### src/rtl/bcd_converter_pkg.sv
// Shared constants and FSM encoding for the binary-to-BCD converter.
// Default width/digit counts are also consumed by the display driver.
package bcd_converter_pkg;

    localparam int BCD_WIDTH  = 32;
    localparam int BCD_DIGITS = 10;

    typedef enum logic [1:0] {
        IDLE  = 2'd0,
        SHIFT = 2'd1,
        DONE  = 2'd2
    } state_t;

endpackage

### src/rtl/bcd_converter_if.sv
// Start/done handshake and result bus between the factorial stage and the converter.
// master = requester (drives start/bin), slave = converter.
interface bcd_converter_if
    import bcd_converter_pkg::*;
#(
    parameter int WIDTH  = BCD_WIDTH,
    parameter int DIGITS = BCD_DIGITS
) ();

    logic                  start;
    logic [WIDTH-1:0]      bin;
    logic                  busy;
    logic                  done;
    logic [4*DIGITS-1:0]   bcd;
    logic [DIGITS-1:0]     blank;

    modport master (
        output start,
        output bin,
        input  busy,
        input  done,
        input  bcd,
        input  blank
    );

    modport slave (
        input  start,
        input  bin,
        output busy,
        output done,
        output bcd,
        output blank
    );

endinterface

### src/rtl/bcd_converter_digit_adj.sv
// Double-dabble digit correction: adds 3 to a BCD digit that is 5 or more.
// Latency: combinational.
// Backpressure: none, pure function of its input.
module bcd_digit_adj (
    input  logic [3:0] din,
    output logic [3:0] dout
);

    assign dout = (din >= 4'd5) ? din + 4'd3 : din;

endmodule

### src/rtl/bcd_converter.sv
// Iterative binary-to-BCD converter (shift-and-add-3, one bit per clock).
// Latency: done rises WIDTH edges after the accepting edge; start-to-start >= WIDTH+2.
// Backpressure: start is only sampled in IDLE; requests while busy are dropped.
module bcd_converter
    import bcd_converter_pkg::*;
#(
    parameter int WIDTH  = BCD_WIDTH,
    parameter int DIGITS = BCD_DIGITS
) (
    input  logic            clk,
    input  logic            rst_n,
    bcd_converter_if.slave  conv
);

    localparam int CW = $clog2(WIDTH);
    localparam logic [CW-1:0] LAST = CW'(WIDTH - 1);

    state_t                state;
    logic [WIDTH-1:0]      sreg;
    logic [4*DIGITS-1:0]   scratch;
    logic [4*DIGITS-1:0]   adj;
    logic [4*DIGITS-1:0]   scratch_next;
    logic [CW-1:0]         cnt;
    logic [4*DIGITS-1:0]   bcd_q;
    logic                  busy_q;
    logic                  done_q;
    logic [DIGITS-1:0]     blank_c;
    logic                  adj_msb_unused;

    // All digits are corrected in parallel from the pre-shift scratch.
    for (genvar k = 0; k < DIGITS; k++) begin : g_adj
        bcd_digit_adj u_adj (
            .din  (scratch[4*k +: 4]),
            .dout (adj[4*k +: 4])
        );
    end

    // Corrected digits never exceed 4'b1100, so the top bit shifted out is always zero.
    assign adj_msb_unused = adj[4*DIGITS-1];
    assign scratch_next   = {adj[4*DIGITS-2:0], sreg[WIDTH-1]};

    always_ff @(posedge clk or negedge rst_n) begin
        if (!rst_n) begin
            state   <= IDLE;
            sreg    <= '0;
            scratch <= '0;
            cnt     <= '0;
            bcd_q   <= '0;
            busy_q  <= 1'b0;
            done_q  <= 1'b0;
        end else begin
            case (state)
                IDLE: begin
                    done_q <= 1'b0;
                    if (conv.start) begin
                        sreg    <= conv.bin;
                        scratch <= '0;
                        cnt     <= '0;
                        busy_q  <= 1'b1;
                        state   <= SHIFT;
                    end
                end
                SHIFT: begin
                    scratch <= scratch_next;
                    sreg    <= {sreg[WIDTH-2:0], 1'b0};
                    cnt     <= cnt + 1'b1;
                    if (cnt == LAST) begin
                        bcd_q  <= scratch_next;
                        done_q <= 1'b1;
                        state  <= DONE;
                    end
                end
                DONE: begin
                    done_q <= 1'b0;
                    busy_q <= 1'b0;
                    state  <= IDLE;
                end
                default: begin
                    done_q <= 1'b0;
                    busy_q <= 1'b0;
                    state  <= IDLE;
                end
            endcase
        end
    end

    // Leading-zero mask: a digit blanks only if it and every higher digit are zero.
    always_comb begin
        logic upper_zero;
        upper_zero = 1'b1;
        blank_c    = '0;
        for (int k = DIGITS - 1; k >= 0; k--) begin
            upper_zero = upper_zero & (bcd_q[4*k +: 4] == 4'd0);
            blank_c[k] = upper_zero;
        end
        blank_c[0] = 1'b0;
    end

    assign conv.busy  = busy_q;
    assign conv.done  = done_q;
    assign conv.bcd   = bcd_q;
    assign conv.blank = blank_c;

endmodule

### src/flat_wrapper.sv
// flat-port wrapper written by rule: the top's interface ports become plain ports
module bcd_converter_flat import bcd_converter_pkg::*;
#(
    parameter int WIDTH  = BCD_WIDTH,
    parameter int DIGITS = BCD_DIGITS
)
  (clk, rst_n, conv_start, conv_bin, conv_busy, conv_done, conv_bcd, conv_blank);
  bcd_converter_if #(.WIDTH(WIDTH), .DIGITS(DIGITS)) conv_i ();
  input  logic clk;
  input  logic rst_n;
  input wire logic [$bits(conv_i.start)-1:0] conv_start;
  input wire logic [$bits(conv_i.bin)-1:0] conv_bin;
  output wire logic [$bits(conv_i.busy)-1:0] conv_busy;
  output wire logic [$bits(conv_i.done)-1:0] conv_done;
  output wire logic [$bits(conv_i.bcd)-1:0] conv_bcd;
  output wire logic [$bits(conv_i.blank)-1:0] conv_blank;
  assign conv_i.start = conv_start;
  assign conv_i.bin = conv_bin;
  assign conv_busy = conv_i.busy;
  assign conv_done = conv_i.done;
  assign conv_bcd = conv_i.bcd;
  assign conv_blank = conv_i.blank;
  bcd_converter #(.WIDTH(WIDTH), .DIGITS(DIGITS)) u_core (.clk(clk), .rst_n(rst_n), .conv(conv_i));
endmodule
### config.mk
export PLATFORM = sky130hd
export DESIGN_NAME = bcd_converter_flat
export DESIGN_NICKNAME = d
export VERILOG_FILES = /design/src/rtl/bcd_converter_pkg.sv /design/src/rtl/bcd_converter_if.sv /design/src/rtl/bcd_converter_digit_adj.sv /design/src/rtl/bcd_converter.sv /design/src/flat_wrapper.sv
export SDC_FILE = /design/constraint.sdc
export NUM_CORES = 1
export LEC_CHECK = 0
export BUFFER_PORTS_ARGS = -buffer_cell sky130_fd_sc_hd__buf_4
export CAP_MARGIN = 5
export CORE_ASPECT_RATIO = 0.6
export CORE_MARGIN = 2
export CORE_UTILIZATION = 45
export CTS_CLUSTER_SIZE = 16
export DETAILED_ROUTE_END_ITERATION = 8
export PLACE_DENSITY = 0.78
export SETUP_SLACK_MARGIN = 0.02
export SYNTH_ARGS = -nofsm -noshare
export SYNTH_HDL_FRONTEND = slang
export SYNTH_SLANG_ARGS = --single-unit
### constraint.sdc
create_clock -name clk -period 1.7 [get_ports clk]
set_input_delay 0.085 -clock clk [delete_from_list [all_inputs] [get_ports clk]]
set_output_delay 0.085 -clock clk [all_outputs]
set_load 0.02 [all_outputs]
* After elaboration in Yosys (flattened, before gate mapping) *
Index checks and enable logic that the tools add are counted.

operators by class
  add/subtract/negate cells = 11
  order comparisons = 10
  eq/ne operators = 4
  muxes and demuxes = 23
  bitwise gates (word level) = 9
  reductions and logical operators = 15

operators by type and width
  operator               count
  $pmux W40 S2           1
  $pmux W32 S2           1
  $ge A4 B3 Y1 const B   10
  $mux W40               1
  $add A4 B2 Y4 const B  9
  $logic_not A4 Y1       9
  $mux W4                9
  $mux W32               1
  $pmux W5 S2            1
  $and A1 B1 Y1          8
  $reduce_and A2 Y1      4
  $add A5 B1 Y5 const B  1
  $eq A5 B5 Y1 const B   1
  $mux W5                1
  $mux W2                2
  $pmux W2 S2            1
  $add A3 B2 Y3 const B  1
  $mux W1                3
  $mux W3                1
  $eq A2 B1 Y1 const B   1
  $logic_not A2 Y1       1
  $ne A2 B1 Y1 const B   1
  $ne A2 B2 Y1 const B   1
  $pmux W1 S2            1
  2 further kinds        2

storage, ports and cells
  bits in registers = 121
  logic and storage cells = 79

* Logic depth before layout (Yosys ltp) *
Gate-level depths: netlist of the first run.

  depth after elaboration = 9
  mapped depth = 8
  mapped depth without buffers = 6

* Modules after synthesis *
From an unflattened synthesis of the first run, not the netlist that was laid out.

second synthesis, totals
  cell total of the unflattened synthesis = 535
  area, all modules = 6003.3 µm²

modules (own cells, without submodules)
  module         times used  cells an instance  area an instance (µm²)  sequential area each (µm²)
  bcd_converter  1           375                4989.8                  3027.9
  bcd_digit_adj  10          16                 101.3                   0.0

* Worst setup path after synthesis of the first run *
Ideal clock, no wire load.

  path kind = register to output
  start = register u_core.bcd_q[37], in the netlist u_core.conv.bcd[37]
  end = output conv_blank[1]
  data arrival time = 2028 ps
  path slack = -413 ps
  stages on the path, launching flop included = 5
  cell sequence = dfrtp_1 or4_4 nor4_4 nand2_2 nor3_2

on the way
  word-level cells in the longest chain between the ends = 9

ends and longest elaborated chain
  element                      line                 RTL
  start: declaration           bcd_converter.sv:24  logic [4*DIGITS-1:0] bcd_q;
  start signal: assignment     bcd_converter.sv:68  bcd_q <= scratch_next;
  $logic_not A4 Y1             bcd_converter.sv:93  upper_zero = upper_zero & (bcd_q[4*k +: 4] == 4'd0);
  $and A1 B1 Y1 (3 in series)  bcd_converter.sv:93
  named net conv_blank[6]      flat_wrapper.sv:16   output wire logic [$bits(conv_i.blank)-1:0] conv_blank;
  $and A1 B1 Y1 (5 in series)  bcd_converter.sv:93
  end: declaration             flat_wrapper.sv:16

The timed path passes the listed nets, and every way through them passes these cells.

* Worst setup path in the final report of the first run *
  start = register u_core.bcd_q[37], in the netlist u_core.conv.bcd[37]
  end = output conv_blank[3]

on the way
  word-level cells in the longest chain between the ends = 7

ends and longest elaborated chain
  element                      line
  $logic_not A4 Y1             bcd_converter.sv:93
  $and A1 B1 Y1 (6 in series)  bcd_converter.sv:93

No other way between the ends.

==> results of run 1 <==
[power by group through the flow]
stage	Clock, W	Combinational [W]	Sequential, W
after floorplan	0	0.00496	0.00531
after global placement	0	0.00832	0.00501
after detailed placement	0	0.00869	0.00511
after CTS	0.00341	0.00906	0.00511
after global routing	0.00356	0.0106	0.00536
final	0.00339	0.00962	0.00521
[worst min-delay path by stage]
stage	start	end	slack, ns	depth (start not counted)
final	conv_bin[24]	u_core.sreg[24]	0.00007	3
after global routing	conv_bin[24]	u_core.sreg[24]	0.006	3
after CTS	conv_bin[24]	u_core.sreg[24]	0.0006	3
after detailed placement	rst_n	u_core.sreg[17]	0.03	1
after global placement	rst_n	u_core.sreg[17]	0.03	1
after floorplan	rst_n	u_core.cnt[0]	-0.21	0
[worst register-to-register path, stage by stage, from the launching register on]
cell and delay, ns:
dfrtp_1 0.51, nor2b_2 0.27, buf_4 0.43, a22oi_1 0.17, o21ai_0 0.15
[final cells by class]
class	count	area share, %
Clock inverter	9	1.25
Tap cell	170	2.62
Inverter	25	1.22
Clock buffer	22	5.48
Multi-Input combinational cell	446	34.2
Timing Repair Buffer	168	17.9
Sequential cell	121	37.4
[cells by family (layout without fill, tap and decap cells)]
family,after synthesis,after routing,synth area share [%]
mux,12,12,2.29
buf+inv,62,224,4.16
compound gates,219,219,20.7
other cells,1,1,0.0637
xor+xnor,10,10,1.49
simple gates,182,182,15.2
fa+ha+maj,22,22,4.67
flops,121,121,51.4
[registers in the layout, indices dropped and copies added (netlist names)]
name,cells
u_core.cnt,5
u_core.sreg,32
u_core.scratch,40
u_core.conv.done,1
u_core.conv.bcd,40
u_core.conv.busy,1
u_core.state,2
[repair_timing]
action / 4_1_cts / 5_1_grt
pin swaps: 4 / 9
gates resized for setup: 20 / 40
cloned: 0 / 1
hold endpoints to repair: 125 / 0
setup endpoints to repair: 40 / 55
hold buffers: 29 / 0
buffers inserted: 0 / 9
[stage by stage]
step / cells / total power (W) / util, %
finish: 961 / 0.0182 / 63.3
global route: 961 / 0.0195 / 63.3
CTS: 951 / 0.0176 / 61.8
detailed placement: 891 / 0.0138 / 54.7
global placement: 891 / 0.0133 / 54.7
floorplan: 629 / 0.0103 / -
[routing by layer]
metal | GRT usage, % | up-vias | part of all wire [%]
met5 | 0 | - | 0
met4 | 9.03 | 0 | 2.6
met3 | 5.37 | 42 | 6.5
met2 | 37.8 | 240 | 47
met1 | 33.2 | 2699 | 43
li1 | - | 2504 | -
[layout by cell type (no fill, tap or decap), types with 2 or more instances in the layout]
| master | Yosys | routed |
|---|---|---|
| a22o_1 | 4 | 4 |
| dfrtp_1 | 121 | 119 |
| o21ai_0 | 119 | 110 |
| inv_2 | 0 | 6 |
| nor4_1 | 2 | 2 |
| nor2_1 | 21 | 18 |
| a21oi_1 | 51 | 41 |
| ha_4 | 0 | 3 |
| or4_4 | 2 | 2 |
| nor2b_2 | 0 | 2 |
| clkbuf_16 | 0 | 18 |
| a31oi_1 | 9 | 9 |
| clkinv_2 | 0 | 5 |
| inv_1 | 25 | 18 |
| nand2_1 | 89 | 88 |
| ha_1 | 22 | 10 |
| nor3b_1 | 9 | 9 |
| ha_2 | 0 | 9 |
| xnor2_1 | 10 | 10 |
| a21oi_2 | 0 | 10 |
| a22oi_1 | 31 | 31 |
| o21ai_1 | 0 | 9 |
| or4_1 | 5 | 5 |
| nor3_1 | 12 | 11 |
| nor3_4 | 0 | 2 |
| nor2b_1 | 25 | 23 |
| clkbuf_1 | 22 | 5 |
| bufinv_16 | 0 | 2 |
| nor2_2 | 0 | 3 |
| clkinv_4 | 0 | 2 |
| mux2_2 | 12 | 12 |
| buf_6 | 0 | 6 |
| buf_12 | 0 | 6 |
| dfrtp_2 | 0 | 2 |
| buf_4 | 1 | 126 |
| dlygate4sd3_1 | 0 | 29 |
| nand2b_1 | 11 | 10 |
==> impl_metrics.yaml, run 1 <==
die:
  die_h_um: 92.6
  core_area_um2: 12800
  pin_count: 87
  die_area_um2: 14000
  rows: 32
  initial_core_util_pct: 46.0
  dieWidth_um: 152
critical_path:
  rr_startpoint: "u_core.state[0]"
  crit_path_start: "u_core.conv.bcd[37]"
  cp-end-kind: "primary output"
  crit_required_ns: 1.62
  crit_cells: 5
  critical_path.top_delay_family: "simple AND/OR/NAND/NOR gates"
  critPathLaunchType: "flip-flop"
  path_buf_inv: 1
  worstReg2RegEnd: "u_core.sreg[10]"
  path_max_fanout: 5
  critical_path_class: "flip-flop to primary output"
  worstPathCellList: "or4_4 -> nor4_4 -> nand2_2 -> nor3_4 -> buf_6"
  ff2ff_path_depth: 4
  arrival_ns: 2.26
  critPathMaxStageDelay_ns: 0.58
  cp_slowest_cell: "or4_4"
  reg2reg_slack_ns: 0.06
  crit_end: "conv_blank[3]"
clock_network:
  cts_made_buffers: 17
  clk_pin_slew_ns: 0.05
  htreeDepth: 4
  clockBufferDepth: 2
  cts_tree: "done"
  clock_sinks: 121
  clk_latency_ns: 0.41
  clockRootBuffer: "clkbuf_16"
power:
  p_int_w: 0.0107
  leakagePower_nw: 3.68
  swShare_pct: 41.5
  switchingPower_w: 0.00755
  pwr-share-clk_pct: 18.6
  power.density_nw_per_um2: 2250
  seqPwrFrac_pct: 28.6
  max-vdd-ir-drop_mv: 1.86
  combPwrFrac_pct: 52.8
job:
  cap_violations: 0
yosys:
  synth_top_area_cell: "dfrtp_1"
  synth_most_common_cell: "dfrtp_1"
  syn_area_um2: 5890
  netlist.area_leader.share_pct: 51.4
  syn_avg_cell_area_um2: 9.36
  synth_cell_types: 34
  ys_ff_latch: 121
  synth_ff_type: "dfrtp_1"
  synth_async_sr_flop_share_pct: 100
  netlist_top_cells_area: "dfrtp_1, o21ai_0, nand2_1"
  ys_seq_area_share_pct: 51.4
  synthesis.nets: 686
  synthCells: 629
  synth_edf_count: 0
  synth_common_cells: "dfrtp_1, o21ai_0, nand2_1"
  yosysWarnings: 0
timing:
  setup_ws_ns: -0.645
  rsz0062_at_grt: "true"
  setup_violations: 9
  hold-worst-slack_ns: 0.0000709
  finalHoldViolCount: 0
  fin_skew_ns: 0.00553
  min_period_over_period_pct: 138
  period_needed_ns: 2.34
  max_freq_mhz: 427
  drv_slew: 0
  fin_tns_setup_ns: -4.23
layout:
  multi_input_area_um2: 2780
  drive_gt1_share_pct: 28.4
  areaGrowthSynthToFinish_pct: 37.8
  seqCellArea_um2: 3030
  nNetsFinal: 836
  nFillCells: 976
  final_cell_area_um2: 8110
  antenna_cells: 0
drt:
  vias: 5485
  drt_wl_total_mm: 16.7
  wl_per_cell_um: 17.4
  route.detailed.drc: 0
  vias_per_cell: 5.71
  drtIter0Drc: 474
  antenna_left: 0
  drt_pass1_iterations: 5
global_routing:
  grt_pass1_wl_mm: 26.5
  grt_pass1_vias: 5330
  track_usage_pct: 24.2
  antenna_found_initial: 0
  gr-total-overflow: 0
  grt_max_degree: 52
placement:
  place_hpwl_mm: 10.3
  placed_cell_area_um2: 7010
  io_buffers: 85
  place_ws_ns: -0.238
  gp_congestion: 0.798
status:
  status: "finished with violations"
  violations: "negative setup slack"
hold_path:
  hold_path_class: "input port to flip-flop"
Power figures use the tool's default switching activity.
==> run 2, diff against run 1 <==
CORE_MARGIN = not set   (was 2)
==> impl_metrics.yaml, run 2 (synthesized netlist as in run 1, its figures left out) <==
clock_network:
  htreeDepth: 4
  clk_latency_ns: 0.41
  clock_sinks: 121
  clk_pin_slew_ns: 0.05
  cts_tree: "done"
  clockBufferDepth: 2
  cts_made_buffers: 17
  clockRootBuffer: "clkbuf_16"
critical_path:
  critPathLaunchType: "flip-flop"
  worstPathCellList: "or4_4 -> nor4_4 -> nand2_2 -> nor2_2 -> buf_6"
  critical_path_class: "flip-flop to primary output"
  rr_startpoint: "u_core.scratch[4]"
  worstReg2RegEnd: "u_core.scratch[6]"
  path_max_fanout: 5
  cp-end-kind: "primary output"
  critPathMaxStageDelay_ns: 0.56
  crit_required_ns: 1.62
  ff2ff_path_depth: 6
  cp_slowest_cell: "or4_4"
  critical_path.top_delay_family: "simple AND/OR/NAND/NOR gates"
  reg2reg_slack_ns: 0.04
  arrival_ns: 2.27
  path_buf_inv: 1
status:
  violations: "negative hold slack, negative setup slack"
  status: "finished with violations"
hold_path:
  hold_path_class: "input port to flip-flop"
  whs_endpoint: "u_core.sreg[26]"
  whs_path_depth: 3
  hold_start: "conv_bin[26]"
timing:
  drv_slew: 0
  rsz0062_at_grt: "true"
  setup_violations: 9
  fin_skew_ns: 0.00597
  period_needed_ns: 2.35
  maxSlewHeadroom_pct: 63.2
  min_period_over_period_pct: 138
  worst_slew_pin_slew_ns: 0.550
  setup_ws_ns: -0.654
  hold-worst-slack_ns: -0.000854
  finalHoldViolCount: 1
  max_freq_mhz: 425
global_routing:
  antenna_found_initial: 0
  grt_max_degree: 56
  met1_usage_pct: 32.7
  gr-usage-met2_pct: 37.9
  gr-total-overflow: 0
  grtUsageMet3_pct: 6.31
  track_usage_pct: 24.0
  grt_pass1_wl_mm: 25.3
  busiest_layer: "met2"
  grt_pass1_vias: 5104
placement:
  placedCellCount: 882
  io_buffers: 85
  place_hpwl_mm: 10.1
  placed_cell_area_um2: 6980
  gp_congestion: 0.808
drt:
  vias_per_cell: 5.62
  drt_wl_total_mm: 16.3
  vias: 5347
  drtIter0Drc: 540
  drt_pass1_iterations: 6
  route.detailed.drc: 0
  wl_per_cell_um: 17.1
  antenna_left: 0
layout:
  instances_no_fill: 952
  areaGrowthSynthToFinish_pct: 39.9
  antenna_cells: 0
  drive_gt1_share_pct: 28.6
  final_cell_area_um2: 8240
  final_cell_mix: "dfrtp_1, buf_4, o21ai_0"
  layout_commonest_cell: "dfrtp_1"
  nNetsFinal: 831
die:
  initial_core_util_pct: 47.4
  rows: 31
  die_h_um: 90.6
  dieWidth_um: 150
  die_area_um2: 13600
  core_area_um2: 12400
  pin_count: 87
power:
  pwr-share-clk_pct: 21.8
  p_int_w: 0.0115
  seqPwrFrac_pct: 27.2
  swShare_pct: 39.9
  max-vdd-ir-drop_mv: 1.41
  switchingPower_w: 0.00765
  p_total_w: 0.0192
  power.density_nw_per_um2: 2330
  leakagePower_nw: 3.74
  combPwrFrac_pct: 51.0
job:
  cap_violations: 0
-- run 2: cell types whose count changed in the layout (fill, tap and decap cells not counted), sizes merged --
cell,before,now
inv,24,25
clkinv,7,5
buf,138,135
clkbuf,23,22
dlygate4sd3,29,27
clkinvlp,1,0
bufinv,2,6
-- run 2: power by group through the flow --
| stage | clock network, W | logic (W) | registers [W] |
|---|---|---|---|
| after floorplan | 0 | 0.00496 | 0.00531 |
| after detailed placement | 0 | 0.00860 | 0.00511 |
| after CTS | 0.00419 | 0.00903 | 0.00512 |
| after global placement | 0 | 0.00825 | 0.00500 |
| final | 0.00417 | 0.00978 | 0.00521 |
| after global routing | 0.00434 | 0.0106 | 0.00533 |
-- run 2: per-layer routing --
metal / up-vias / routed length, um
li1: 2493 / -
met3: 22 / 1210
met5: - / 0
met1: 2599 / 7090
met2: 233 / 7790
met4: 0 / 180
-- run 2: layout make-up --
cell class	count	area [um2]
clock buffer	21	470
clock inverter	11	216
fill	899	4180
tap	165	206
multi-input combinational	446	2800
inverter	25	101
timing repair buffer	163	1420
sequential	121	3030
-- run 2: worst max path at each step --
stage	from	endpoint	slack, ns	cells past startpoint
after floorplan	u_core.conv.bcd[33]	conv_blank[2]	-0.32	4
after global placement	u_core.conv.bcd[33]	conv_blank[3]	-0.21	5
after detailed placement	u_core.conv.bcd[33]	conv_blank[1]	-0.24	5
after CTS	u_core.conv.bcd[37]	conv_blank[1]	-0.66	5
after global routing	u_core.conv.bcd[39]	conv_blank[4]	-0.74	5
final	u_core.conv.bcd[39]	conv_blank[4]	-0.65	5
-- run 2: stage by stage --
stage / utilization, % / TNS (ns) / hold WS, ns / setup WS [ns]
2_1_floorplan: - / -1.50 / -0.211 / -0.320
3_3_place_gp: 56.2 / -1.01 / 0.0858 / -0.213
3_5_place_dp: 56.2 / -1.63 / 0.0832 / -0.240
4_1_cts: 64.5 / -4.47 / 0.00198 / -0.661
5_1_grt: 66.4 / -5.01 / 0.00557 / -0.745
6_report: 66.4 / -4.27 / -0.000854 / -0.654
-- run 2: tightest hold or removal path: stages --
cell and delay (ns):
buf_4 0.07, a21oi_1 0.05, o21ai_0 0.16
-- run 2: what timing repair did --
action | CTS | global route
cloned | 0 | 1
resized for setup | 20 | 45
pin swaps | 2 | 12
hold buffers | 27 | 0
setup endpoints to repair | 31 | 51
endpoints found under the hold margin | 59 | 0
setup buffers | 1 | 9
